<file path="src/rtl/lenet_pkg.sv">
// Shared LeNet pooling constants: window geometry and the packing order that
// this window buffer and the max comparator both rely on.
package lenet_pkg;
    localparam int BITWIDTH_DEF = 8;
    localparam int POOL_SIZE    = 2;
    localparam int WINDOW_LEN   = POOL_SIZE * POOL_SIZE;

    // Element slots inside a packed window word, slot 0 in the LSBs
    localparam int IDX_TL = 0;
    localparam int IDX_TR = 1;
    localparam int IDX_BL = 2;
    localparam int IDX_BR = 3;

    typedef enum logic {
        ST_TOP    = 1'b0,
        ST_BOTTOM = 1'b1
    } pool_state_e;
endpackage

</file>
<file path="src/rtl/pool_window_buffer_if.sv">
// Pixel-in / window-out handshake bundle of the pooling window buffer.
interface pool_window_buffer_if
    import lenet_pkg::*;
#(
    parameter int BITWIDTH = BITWIDTH_DEF
);
    logic                           inValid;
    logic                           inReady;
    logic [BITWIDTH-1:0]            inData;
    logic                           outValid;
    logic                           outReady;
    logic [WINDOW_LEN*BITWIDTH-1:0] outWindow;
    logic                           outLast;

    modport master (
        output inValid, inData, outReady,
        input  inReady, outValid, outWindow, outLast
    );

    modport slave (
        input  inValid, inData, outReady,
        output inReady, outValid, outWindow, outLast
    );
endinterface

</file>
<file path="src/rtl/pool_line_buffer.sv">
// One-row register-array line buffer: one synchronous write port, two
// combinational read ports.
module pool_line_buffer #(
    parameter int  BITWIDTH = 8,
    parameter int  DEPTH    = 24,
    localparam int AW       = $clog2(DEPTH)
) (
    input  logic                clk,
    input  logic                we,
    input  logic [AW-1:0]       waddr,
    input  logic [BITWIDTH-1:0] wdata,
    input  logic [AW-1:0]       raddr_a,
    output logic [BITWIDTH-1:0] rdata_a,
    input  logic [AW-1:0]       raddr_b,
    output logic [BITWIDTH-1:0] rdata_b
);
    logic [BITWIDTH-1:0] mem [DEPTH];

    always_ff @(posedge clk) begin
        if (we) mem[waddr] <= wdata;
    end

    assign rdata_a = mem[raddr_a];
    assign rdata_b = mem[raddr_b];
endmodule

</file>
<file path="src/rtl/pool_window_buffer.sv">
// Assembles non-overlapping 2x2 stride-2 pooling windows from a raster pixel
// stream; the even row is parked in a line buffer, the odd row completes it.
module pool_window_buffer
    import lenet_pkg::*;
#(
    parameter int BITWIDTH   = BITWIDTH_DEF,
    parameter int IMG_WIDTH  = 24,
    parameter int IMG_HEIGHT = 24
) (
    input  logic            clk,
    input  logic            rst,
    pool_window_buffer_if.slave bus
);
    localparam int CW = $clog2(IMG_WIDTH);
    localparam int RW = $clog2(IMG_HEIGHT);
    localparam int WW = WINDOW_LEN * BITWIDTH;

    if (IMG_WIDTH % POOL_SIZE != 0) begin : g_chk_width
        $error("pool_window_buffer: IMG_WIDTH must be even");
    end
    if (IMG_HEIGHT % POOL_SIZE != 0) begin : g_chk_height
        $error("pool_window_buffer: IMG_HEIGHT must be even");
    end

    pool_state_e         state, state_nxt;
    logic [CW-1:0]       col;
    logic [RW-1:0]       row;
    logic [BITWIDTH-1:0] col_reg;
    logic [BITWIDTH-1:0] lb_tl, lb_tr;
    logic                accept, col_last, row_last;
    logic                lb_we, bl_we, win_load;
    logic [WW-1:0]       win_nxt;

    assign bus.inReady = !bus.outValid || bus.outReady;
    assign accept      = bus.inValid && bus.inReady;
    assign col_last    = (col == CW'(IMG_WIDTH - 1));
    assign row_last    = (row == RW'(IMG_HEIGHT - 1));

    always_ff @(posedge clk) begin
        if (rst) begin
            col <= '0;
            row <= '0;
        end else if (accept) begin
            if (col_last) begin
                col <= '0;
                row <= row_last ? '0 : row + 1'b1;
            end else begin
                col <= col + 1'b1;
            end
        end
    end

    always_ff @(posedge clk) begin
        if (rst) state <= ST_TOP;
        else     state <= state_nxt;
    end

    always_comb begin
        state_nxt = state;
        if (accept && col_last) state_nxt = (state == ST_TOP) ? ST_BOTTOM : ST_TOP;
    end

    always_comb begin
        lb_we    = 1'b0;
        bl_we    = 1'b0;
        win_load = 1'b0;
        if (accept) begin
            case (state)
                ST_TOP:    lb_we = 1'b1;
                ST_BOTTOM: begin
                    if (col[0]) win_load = 1'b1;
                    else        bl_we    = 1'b1;
                end
                default: ;
            endcase
        end
    end

    always_ff @(posedge clk) begin
        if (rst)        col_reg <= '0;
        else if (bl_we) col_reg <= bus.inData;
    end

    // Window pixels always sit at the even column and the odd column after it
    pool_line_buffer #(
        .BITWIDTH (BITWIDTH),
        .DEPTH    (IMG_WIDTH)
    ) u_line_buf (
        .clk     (clk),
        .we      (lb_we),
        .waddr   (col),
        .wdata   (bus.inData),
        .raddr_a (col & ~CW'(1)),
        .rdata_a (lb_tl),
        .raddr_b (col),
        .rdata_b (lb_tr)
    );

    always_comb begin
        win_nxt = '0;
        win_nxt[IDX_TL*BITWIDTH +: BITWIDTH] = lb_tl;
        win_nxt[IDX_TR*BITWIDTH +: BITWIDTH] = lb_tr;
        win_nxt[IDX_BL*BITWIDTH +: BITWIDTH] = col_reg;
        win_nxt[IDX_BR*BITWIDTH +: BITWIDTH] = bus.inData;
    end

    // Load wins over consume, so back-to-back windows keep outValid high
    always_ff @(posedge clk) begin
        if (rst) begin
            bus.outValid  <= 1'b0;
            bus.outWindow <= '0;
            bus.outLast   <= 1'b0;
        end else if (win_load) begin
            bus.outValid  <= 1'b1;
            bus.outWindow <= win_nxt;
            bus.outLast   <= row_last && col_last;
        end else if (bus.outReady) begin
            bus.outValid  <= 1'b0;
        end
    end
endmodule
</file>
<file path="src/flat_wrapper.sv">
// flat-port wrapper written by rule: the top's interface ports become plain ports
module pool_window_buffer_flat import lenet_pkg::*;
#(
    parameter int BITWIDTH   = BITWIDTH_DEF,
    parameter int IMG_WIDTH  = 24,
    parameter int IMG_HEIGHT = 24
)
  (clk, rst, bus_inValid, bus_inData, bus_outReady, bus_inReady, bus_outValid, bus_outWindow, bus_outLast);
  pool_window_buffer_if #(.BITWIDTH(BITWIDTH)) bus_i ();
  input  logic clk;
  input  logic rst;
  input wire logic [$bits(bus_i.inValid)-1:0] bus_inValid;
  input wire logic [$bits(bus_i.inData)-1:0] bus_inData;
  input wire logic [$bits(bus_i.outReady)-1:0] bus_outReady;
  output wire logic [$bits(bus_i.inReady)-1:0] bus_inReady;
  output wire logic [$bits(bus_i.outValid)-1:0] bus_outValid;
  output wire logic [$bits(bus_i.outWindow)-1:0] bus_outWindow;
  output wire logic [$bits(bus_i.outLast)-1:0] bus_outLast;
  assign bus_i.inValid = bus_inValid;
  assign bus_i.inData = bus_inData;
  assign bus_i.outReady = bus_outReady;
  assign bus_inReady = bus_i.inReady;
  assign bus_outValid = bus_i.outValid;
  assign bus_outWindow = bus_i.outWindow;
  assign bus_outLast = bus_i.outLast;
  pool_window_buffer #(.BITWIDTH(BITWIDTH), .IMG_WIDTH(IMG_WIDTH), .IMG_HEIGHT(IMG_HEIGHT)) u_core (.clk(clk), .rst(rst), .bus(bus_i));
endmodule
</file>
<file path="config.mk">
export PLATFORM = sky130hd
export DESIGN_NAME = pool_window_buffer_flat
export DESIGN_NICKNAME = d
export VERILOG_FILES = /design/src/rtl/lenet_pkg.sv /design/src/rtl/pool_window_buffer_if.sv /design/src/rtl/pool_line_buffer.sv /design/src/rtl/pool_window_buffer.sv /design/src/flat_wrapper.sv
export SDC_FILE = /design/constraint.sdc
export NUM_CORES = 1
export LEC_CHECK = 0
export CORE_MARGIN = 3
export CORE_UTILIZATION = 40
export CTS_CLUSTER_SIZE = 25
export DETAILED_ROUTE_END_ITERATION = 8
export SETUP_SLACK_MARGIN = 0.02
export SLEW_MARGIN = 10
export SYNTH_ARGS = -nofsm -noshare
export SYNTH_HDL_FRONTEND = slang
export SYNTH_SLANG_ARGS = --single-unit
</file>
<file path="constraint.sdc">
create_clock -name clk -period 3.3 [get_ports clk]
set_clock_uncertainty 0.05 [all_clocks]
set_input_delay 0.66 -clock clk [delete_from_list [all_inputs] [get_ports clk]]
set_output_delay 0.66 -clock clk [all_outputs]
set_load 0.005 [all_outputs]
</file>
Word level (Yosys, flattened, before mapping)
Memory sizes are Yosys's and may differ from the RTL's. A register that Yosys moved wholly into a read port is not among the register bits.
Index checks and enable logic that the tools add are counted.

storage, ports and cells
  bits in registers = 53
  bits in latches = 0
  bits in writable memories = 192
  bits in read-only memories = 0
  output and inout port bits = 35
  word-level logic and storage cells = 33
  memories kept = 1

cells by class
  $add $sub $neg = 2
  $mul = 0
  div/mod/pow operators = 0
  $lt $le $gt $ge = 0
  equal/unequal tests = 2
  shifts and indexed selects = 0
  muxes and demuxes = 14
  bitwise logic cells = 0
  reduce and logical (&&, ||, !) cells = 7

memory list
  memory                 depth  width  read ports  clocked after Yosys merged registers in  write ports  RTL line                source
  u_core.u_line_buf.mem  24     8      2           2                                        1            pool_line_buffer.sv:17  logic [BITWIDTH-1:0] mem [DEPTH];

operators by type and width
  kind                 count
  $mux 1               12
  $add 5x1->5 const B  2
  $eq 5x5->1 const B   2
  $mux 5               2
  $logic_and 1x1->1    3
  $reduce_and 2->1     1
  $reduce_bool 2->1    1
  $logic_not 1->1      1
  $logic_or 1x1->1     1

Depth between registers and ports, before layout
Gate-level depths: netlist of the first run.

  depth after elaboration = 6
  depth in mapped cells = 8
  mapped depth without buffers = 6

Hierarchy
From an unflattened synthesis of the first run, not the netlist that was laid out.

second synthesis, totals
  cell total of the unflattened synthesis = 752
  area, all modules = 11222.0 um^2

by module, submodules not included
  module              instances  cells an instance  area an instance (um^2)  sequential area each (um^2)
  pool_line_buffer    1          517                9225.1                   5765.5
  pool_window_buffer  1          235                1996.9                   1061.0

Worst setup path after synthesis of the first run
No wires, ideal clock.

  path type = input to register
  start point = input port bus_outReady
  end point = memory u_core.u_line_buf.mem[0][0] (enable)
  arrival time = 1.735 ns
  path slack = 1.144 ns
  stages on the path = 6
  buffers on the path = 1
  path through = nand2b_1 > buf_2 > nand2_1 > nor2_1 > nand2_1 > nor2_1

between the ends
  word-level cells in the longest chain between the ends = 5

RTL lines
  element                       RTL line                  source
  start, declared               flat_wrapper.sv:14        input wire logic [$bits(bus_i.outReady)-1:0] bus_outReady;
  $logic_or 1x1->1              pool_window_buffer.sv:34  assign bus.inReady = !bus.outValid || bus.outReady;
  net bus_inReady               flat_wrapper.sv:15        output wire logic [$bits(bus_i.inReady)-1:0] bus_inReady;
  $logic_and 1x1->1             pool_window_buffer.sv:35  assign accept = bus.inValid && bus.inReady;
  $mux 1                        pool_window_buffer.sv:67  if (accept) begin
  $mux 1                        pool_line_buffer.sv:20    if (we) mem[waddr] <= wdata;
  $mux 1 (implied by the code)  pool_line_buffer.sv:20
  end, declared                 pool_line_buffer.sv:17

The timed path passes the listed nets, and every way through them passes these cells.

Worst setup path after layout of the first run
  start point = input port bus_outReady
  end point = output port bus_inReady

between the ends
  word-level cells in the longest chain between the ends = 1

RTL lines
  element           RTL line
  $logic_or 1x1->1  pool_window_buffer.sv:34
  end, declared     flat_wrapper.sv:15

No other way between the ends.

==> results of run 1 <==
synthesized netlist by cell type (2+ instances only):
| library cell | number |
|---|---|
| mux2i_1 | 44 |
| nand3_2 | 3 |
| o21ai_0 | 9 |
| buf_2 | 13 |
| a21oi_1 | 31 |
| nand2_1 | 94 |
| buf_6 | 11 |
| clkbuf_1 | 6 |
| xnor2_1 | 3 |
| nor3_1 | 2 |
| nor2_1 | 65 |
| edfxtp_1 | 192 |
| inv_1 | 4 |
| a311oi_1 | 7 |
| mux4_1 | 8 |
| nand2b_1 | 2 |
| o211ai_1 | 2 |
| nor2b_1 | 2 |
| dfxtp_1 | 53 |
| or3_1 | 3 |
| nand4_1 | 3 |
| mux4_2 | 26 |
| buf_4 | 5 |
| a211oi_1 | 12 |
| nand3_1 | 3 |
| mux2_2 | 5 |
| ha_1 | 6 |
| a31oi_1 | 2 |
| o22ai_1 | 10 |
| buf_12 | 3 |
layout by cell type (no fill, tap or decap), types with 3 or more instances in the layout:
cell type        Yosys  final
nand3_2              3      3
ha_1                 6      6
inv_1                4      4
clkinv_2             0      5
nor2_1              65     65
mux4_2              26     26
nand4_1              3      3
o21ai_0              9      9
or3_1                3      3
clkbuf_16            0     27
edfxtp_1           192    192
xnor2_1              3      3
buf_4                5     44
nand3_1              3      3
a311oi_1             7      7
a21oi_1             31     31
clkdlybuf4s50_1      0     45
nand2_1             94     94
mux4_1               8      8
a211oi_1            12     12
mux2i_1             44     44
mux2_2               5      5
clkbuf_8             0      6
dfxtp_1             53     52
o22ai_1             10     10
clkbuf_1             6      7
cell type report:
type	instances	area [um2]	share of cell area
clock buffer	40	784.5	0.06726
timing repair buffer	91	805.8	0.06908
multi-input combinational	363	2733	0.2343
inverter	5	18.77	0.001609
sequential	245	6830	0.5856
clock inverter	8	92.59	0.007938
tap	319	399.1	0.03422
worst max-delay path, delay by kind of cell:
| family | cells | cell delay, ps |
|---|---|---|
| buffers and inverters | 3 | 1120 |
| AND/OR/NAND/NOR | 1 | 110 |
metrics by stage:
stage | power (mW) | instances | setup WS (ps)
floorplan | 3.579 | 653 | 1144
global placement | 3.676 | 1023 | 543.7
detailed placement | 3.680 | 1023 | 486.6
CTS | 6.581 | 1071 | 697.7
global route | 6.725 | 1071 | 645.5
finish | 6.532 | 1071 | 703.2
where the power goes:
| group | internal (mW) | leakage, nW | total (mW) | switching [mW] |
|---|---|---|---|---|
| clock network | 1.79 | 0.432 | 2.92 | 1.13 |
| logic | 0.0958 | 1.22 | 0.251 | 0.155 |
| registers | 3.34 | 2.16 | 3.36 | 0.0208 |
logic make-up (layout without fill, tap and decap cells):
kind of cell / after synthesis / in the layout / synth area share
DFF: 245 / 245 / 0.6887
and+or+nand+nor: 189 / 189 / 0.08243
muxes: 83 / 83 / 0.1304
AOI/OAI and AO/OA: 81 / 81 / 0.05175
buffers and inverters: 45 / 144 / 0.03560
adders and majority gates: 6 / 6 / 0.007574
xor gates and xnor gates: 4 / 4 / 0.003535
metal layers:
layer / up-vias / share of wire
met4: 0 / 0.027
met5: - / 0
met3: 44 / 0.062
li1: 2631 / -
met2: 201 / 0.46
met1: 3050 / 0.45
how the worst max path moves through the flow:
stage                              endpoint  slack (ps)  cells past startpoint
2_1_floorplan   u_core.u_line_buf.mem[0][0]        1140                      6
3_3_place_gp   u_core.u_line_buf.mem[21][6]         540                      8
3_5_place_dp   u_core.u_line_buf.mem[12][4]         490                      8
4_1_cts                         bus_inReady         700                      4
5_1_grt                         bus_inReady         650                      4
6_report                        bus_inReady         700                      4
==> summary.txt, run 1 <==
CTS
  • Num CTS Buffers: 26
  • CTS tree: yes
  • H-tree depth: 1
  • Resize count post-CTS: 0
  • CTS root buf: clkbuf_16
  • Clk sink count: between 200 and 250
  • Worst-skew pair later-pin latency: 520 ps
  • Post-CTS setup repair buffer count: 0
  • Cts hold-fix bufs: 0
  • Reg clk slew, reported paths: 60 ps
  • CTS max path bufs: 3

Logic synthesis
  • Synth unique cells: 54
  • Top_reg_cell synth: edfxtp_1
  • Post-synth EDFFs: between 150 and 200
  • Syn nets: 671
  • Synth top area share: 0.5817
  • Mapped Cells: 653
  • Register bit total from synthesis: 245
  • Area leader, netlist: edfxtp_1
  • Sequential-to-total area share from yosys stat: 0.6887
  • Average size of a mapped cell: between 15 and 20 um2
  • Ys Warns: 0
  • Async set or reset register ratio after synthesis: 0
  • Synth top area cells: edfxtp_1 58%, dfxtp_1 11%, mux4_2 5.9%
  • Synthesized area: approximately 0.0099 mm2

Timing
  • Period utilisation layout: 0.7869
  • Max-slew headroom: 0.2800
  • Worst slew pin tran: approximately 1100 ps
  • Hold WS: 403.0 ps
  • Post-layout min period: around 2600 ps
  • Max Slew Vio Count: 0
  • Setup TNS: 0 ps
  • RSZ-0062 raised after global routing: no
  • Max Freq: 385.1 MHz
  • Final setup vio count: 0
  • Final hold violations: 0

Place
  • Placed cell areas: 0.01079 mm2
  • Gp weighted congestion: 0.8808
  • Port bufs: 46
  • Detailed Place HPWL: 15590 um

Cells and area
  • Share of layout cells above drive strength 1: 0.1729
  • Area growth, synth to finish: 17.67%
  • N_diodes: 0
  • Largest register FFs: 192
  • Nets: 750
  • Final core occ: 0.4882
  • Final Instance Area: between 0.01 and 0.015 mm2
  • Fillers: 2030

Worst setup path
  • Worst-path cell chain: clkdlybuf4s50_1 > nand2b_1 > buf_4 > clkdlybuf4s50_1
  • Slowest stage delay, CP: 520 ps
  • Arr. time, crit path: 1890 ps
  • RR Endpoint: u_core.u_line_buf.mem[12][0]
  • Critical Path RT: ~2600 ps
  • CP most frequent cell: clkdlybuf4s50_1
  • Reg2reg path depth: 5
  • Startpoint types: input pin
  • Worst setup EP type: output port
  • Flop2flop setup slack: ~730 ps
  • Slowest CP cell: clkdlybuf4s50_1
  • Critical Path Start: bus_outReady
  • Crit Reg-Reg Startpoint: u_core.col[0]
  • Crit Path Max Fanout: 7
  • Crit Path Class: input pin to output port

Detailed routing
  • Final wirelength: 23650 um
  • Via/cell ratio: 5.533
  • Antenna Nets Post-Route: 0
  • Drt pass-1 iters: 5
  • Total number of vias: 5926
  • DRC Markers: 0
  • Drt initial violations: 586
  • Routed WL per cell: around 22 um

Floorplanning
  • Die Width: 163.4 um
  • Boundary pin count: 47
  • Die Height: ~160 um
  • Initial Utilization: 0.4149
  • FP Rows: 56
  • Die ar.: around 0.027 mm2
  • Core area: around 0.024 mm2

Power
  • Worst ir drop on vdd: 262.3 uV
  • Pwr per Cell Area: between 500 and 600 mW/mm2
  • Pleak: 3.815 nW

Hold path
  • Hold EP: u_core.bus.outWindow[18]
  • Hold depth: 2
  • Hold Crit Class: flip-flop to flip-flop
  • HP Start: u_core.bus.outWindow[18]

Global routing
  • GRT Total Usage: 0.1771
  • GR Layer Usage met3: 0.03576
  • Busiest metal layer after global routing: met2
  • Antenna violations before repair: 0
  • Largest net degree at the start of global routing: 40
  • Grt ovf: 0
  • Vias in the first global route: 5892
  • Global-route wire length before repair: 35870 um
  • GR Util met1: 0.2524
  • Routing usage on met2: 0.2781

Outcome
  • Outcome: finished, final reports clean

Flow run
  • Max_cap viols: 0
No activity file was read; power rests on OpenSTA's default activity.
==> run 2, diff against run 1 <==
==> constraint.sdc (replaced) <==
create_clock -name clk -period 2.1 [get_ports clk]
set_clock_uncertainty 0.05 [all_clocks]
set_input_delay 0.42 -clock clk [delete_from_list [all_inputs] [get_ports clk]]
set_output_delay 0.42 -clock clk [all_outputs]
set_load 0.005 [all_outputs]
==> run 2 against run 1 <==
  * Non-clock buffer count is 40 higher
  * Critical path type is now flip-flop to flip-flop
  * Sequential power is 57% higher
  * Core utilization is 1.7 points higher
  * Final cell count is 3.5% higher
  * Total power is 59% higher
  * Largest cell class unchanged
  * Sequential cell count stayed put
  * Critical path depth is 2 higher
  * Sequential share of layout area is 2.0 points lower
  * Hold slack worse by 270 ps
==> summary.txt, run 2 (synthesis results as in run 1) <==
Power
  • Pleak: 4.042 nW (was 3.815 nW)
  • Worst ir drop on vdd: 645.2 uV (was 262.3 uV)
  • Pwr per Cell Area: 860.9 mW/mm2 (was 560.0 mW/mm2)

Detailed routing
  • Routed WL per cell: 21.45 um (was 22.08 um)
  • Drt pass-1 iters: 7 (was 5)
  • Drt initial violations: 462 (was 586)
  • Final wirelength: 23770 um (was 23650 um)
  • Total number of vias: 5946 (was 5926)
  • Via/cell ratio: 5.366 (was 5.533)
  • DRC Markers: 0 (unchanged)
  • Antenna Nets Post-Route: 0 (unchanged)

Floorplanning
  • Die Width: 163.4 um (unchanged)
  • Die ar.: 0.02670 mm2 (unchanged)
  • FP Rows: 56 (unchanged)
  • Core area: 0.02389 mm2 (unchanged)
  • Die Height: 163.4 um (unchanged)
  • Boundary pin count: 47 (unchanged)
  • Initial Utilization: 0.4149 (unchanged)

Worst setup path
  • Crit Path Max Fanout: 14 (was 7)
  • Arr. time, crit path: 2340 ps (was 1890 ps)
  • Slowest stage delay, CP: 540 ps (was 520 ps)
  • Buffer and inverter count on the worst path: 1 (was 3)
  • Top delay family on crit path: multiplexers (was buffers and inverters)
  • Slowest CP cell: mux4_2 (was clkdlybuf4s50_1)
  • Flop2flop setup slack: 110 ps (was 730 ps)
  • Startpoint types: flip-flop (was input pin)
  • Worst setup EP type: flip-flop (was output port)
  • Crit Path Class: flip-flop to flip-flop (was input pin to output port)
  • Reg2reg path depth: 6 (was 5)
  • Critical Path RT: 2450 ps (was 2590 ps)
  • Worst-path cell chain: buf_4 > mux4_2 > nand2_1 > nand2_1 > a221oi_1 > a211oi_1 (was clkdlybuf4s50_1 > nand2b_1 > buf_4 > clkdlybuf4s50_1)
  • CP most frequent cell: nand2_1 (was clkdlybuf4s50_1)
  • RR Endpoint: u_core.bus.outWindow[8] (was u_core.u_line_buf.mem[12][0])
  • Crit Reg-Reg Startpoint: u_core.col[1] (was u_core.col[0])

CTS
  • Worst-skew pair later-pin latency: 520 ps (about the same)
  • Num CTS Buffers: 25 (was 26)
  • CTS tree: yes (unchanged)
  • Reg clk slew, reported paths: 60 ps (about the same)
  • Cts hold-fix bufs: 0 (unchanged)
  • CTS max path bufs: 3 (unchanged)
  • H-tree depth: 1 (unchanged)
  • Clk sink count: 245 (unchanged)
  • CTS root buf: clkbuf_16 (unchanged)

Timing
  • Worst slew pin tran: 510.8 ps (was 1077 ps)
  • Max-slew headroom: 0.6591 (was 0.2800)
  • Max Slew Vio Count: 0 (unchanged)
  • Final setup vio count: 0 (unchanged)
  • Final hold violations: 0 (unchanged)
  • Post-layout min period: 1991 ps
  • Period utilisation layout: 0.9480
  • RSZ-0062 raised after global routing: no (unchanged)
  • Final setup margin: 109.2 ps (was 703.2 ps)
  • Max Freq: 502.3 MHz

Cells and area
  • Share of layout cells above drive strength 1: 0.2243 (was 0.1729)
  • Final std cells w/o fill: 1108 (was 1071)
  • Area growth, synth to finish: 21.81% (was 17.67%)
  • Final Instance Area: 0.01207 mm2 (was 0.01166 mm2)
  • Largest register FFs: 192 (unchanged)
  • N_diodes: 0 (unchanged)
  • Nets: 789 (was 750)
  • Fillers: 1985 (was 2030)
  • Most frequent cells in the layout: 192 x edfxtp_1, 93 x nand2_1, 77 x buf_4 (was 192 x edfxtp_1, 94 x nand2_1, 65 x nor2_1)
  • Commonest non-fill, non-tap cell in the layout: edfxtp_1 (unchanged)

Place
  • Placed cell areas: 0.01113 mm2 (was 0.01079 mm2)
  • Detailed Place HPWL: 16130 um (was 15590 um)
  • Place WS: -286.0 ps (was 486.6 ps)
  • Port bufs: 46 (unchanged)
  • Dpl cells: 1060 (was 1023)
  • Gp weighted congestion: 0.8437 (was 0.8808)

Global routing
  • Vias in the first global route: 6110 (was 5892)
  • Antenna violations before repair: 0 (unchanged)
  • Grt ovf: 0 (unchanged)
  • GRT Total Usage: 0.1807 (was 0.1771)
  • Largest net degree at the start of global routing: 45 (was 40)
  • Global-route wire length before repair: 36420 um (was 35870 um)

Outcome
  • Outcome: finished, final reports clean (unchanged)

Hold path
  • Hold Crit Class: input pin to flip-flop (was flip-flop to flip-flop)
  • Hold EP: u_core.bus.outWindow[0] (was u_core.bus.outWindow[18])
  • Hold depth: 2 (unchanged)
  • HP Start: rst (was u_core.bus.outWindow[18])

Flow run
  • Max_cap viols: 0 (unchanged)
run 2: through the flow:
step	total power, mW	util	hold WS [ps]	setup TNS [ps]
final	10.39	0.5053	131.2	0
after floorplan	5.624	-	381.5	0
after global placement	5.811	0.4657	392.7	-40370
after global routing	10.69	0.5053	130.9	0
after detailed placement	5.819	0.4657	401.1	-41990
after CTS	10.48	0.5028	107.0	0
run 2: routing by layer:
| layer | routed length, um | GRT usage | up-vias |
|---|---|---|---|
| li1 | - | - | 2702 |
| met1 | 10580 | 0.2575 | 3005 |
| met2 | 11020 | 0.2861 | 201 |
| met3 | 1609 | 0.03449 | 38 |
| met4 | 559 | 0.04960 | 0 |
| met5 | 0 | 0 | - |
run 2: worst max path at each step:
stage	start	to	cells after the start
6_report	u_core.col[1]	u_core.bus.outWindow[8]	6
5_1_grt	u_core.col[1]	u_core.bus.outWindow[4]	6
4_1_cts	u_core.col[3]	u_core.bus.outWindow[3]	5
3_5_place_dp	bus_outReady	u_core.u_line_buf.mem[14][5]	8
3_3_place_gp	bus_outReady	u_core.u_line_buf.mem[14][5]	8
2_1_floorplan	u_core.col[1]	u_core.u_line_buf.mem[0][0]	7
run 2: layout make-up:
type | count | area [um2] | share of cell area
Clock inverter | 15 | 205.2 | 0.01699
Timing Repair Buffer | 131 | 1175 | 0.09731
Sequential cell | 245 | 6832 | 0.5658
Clock buffer | 30 | 674.4 | 0.05585
Tap cell | 319 | 399.1 | 0.03306
Inverter | 5 | 22.52 | 0.001865
Multi-Input combinational cell | 363 | 2766 | 0.2291
run 2: timing repair:
item	4_1_cts	5_1_grt
setup buffers	0	3
endpoints found under the setup margin	1	108
cloned	0	0
pin swaps	0	0
endpoints found under the hold margin	0	0
gates resized for setup	2	9
run 2: power breakdown:
group | switching (mW) | leakage, nW | internal, mW
logic | 0.268 | 1.45 | 0.187
clock network | 1.77 | 0.428 | 2.90
registers | 0.0194 | 2.16 | 5.25
run 2: worst reg2reg max path, cell delays in order (launching register included):
cell,delay [ps]
dfxtp_4,490
buf_4,170
mux4_2,540
nand2_1,100
nand2_1,90
a221oi_1,320
a211oi_1,110
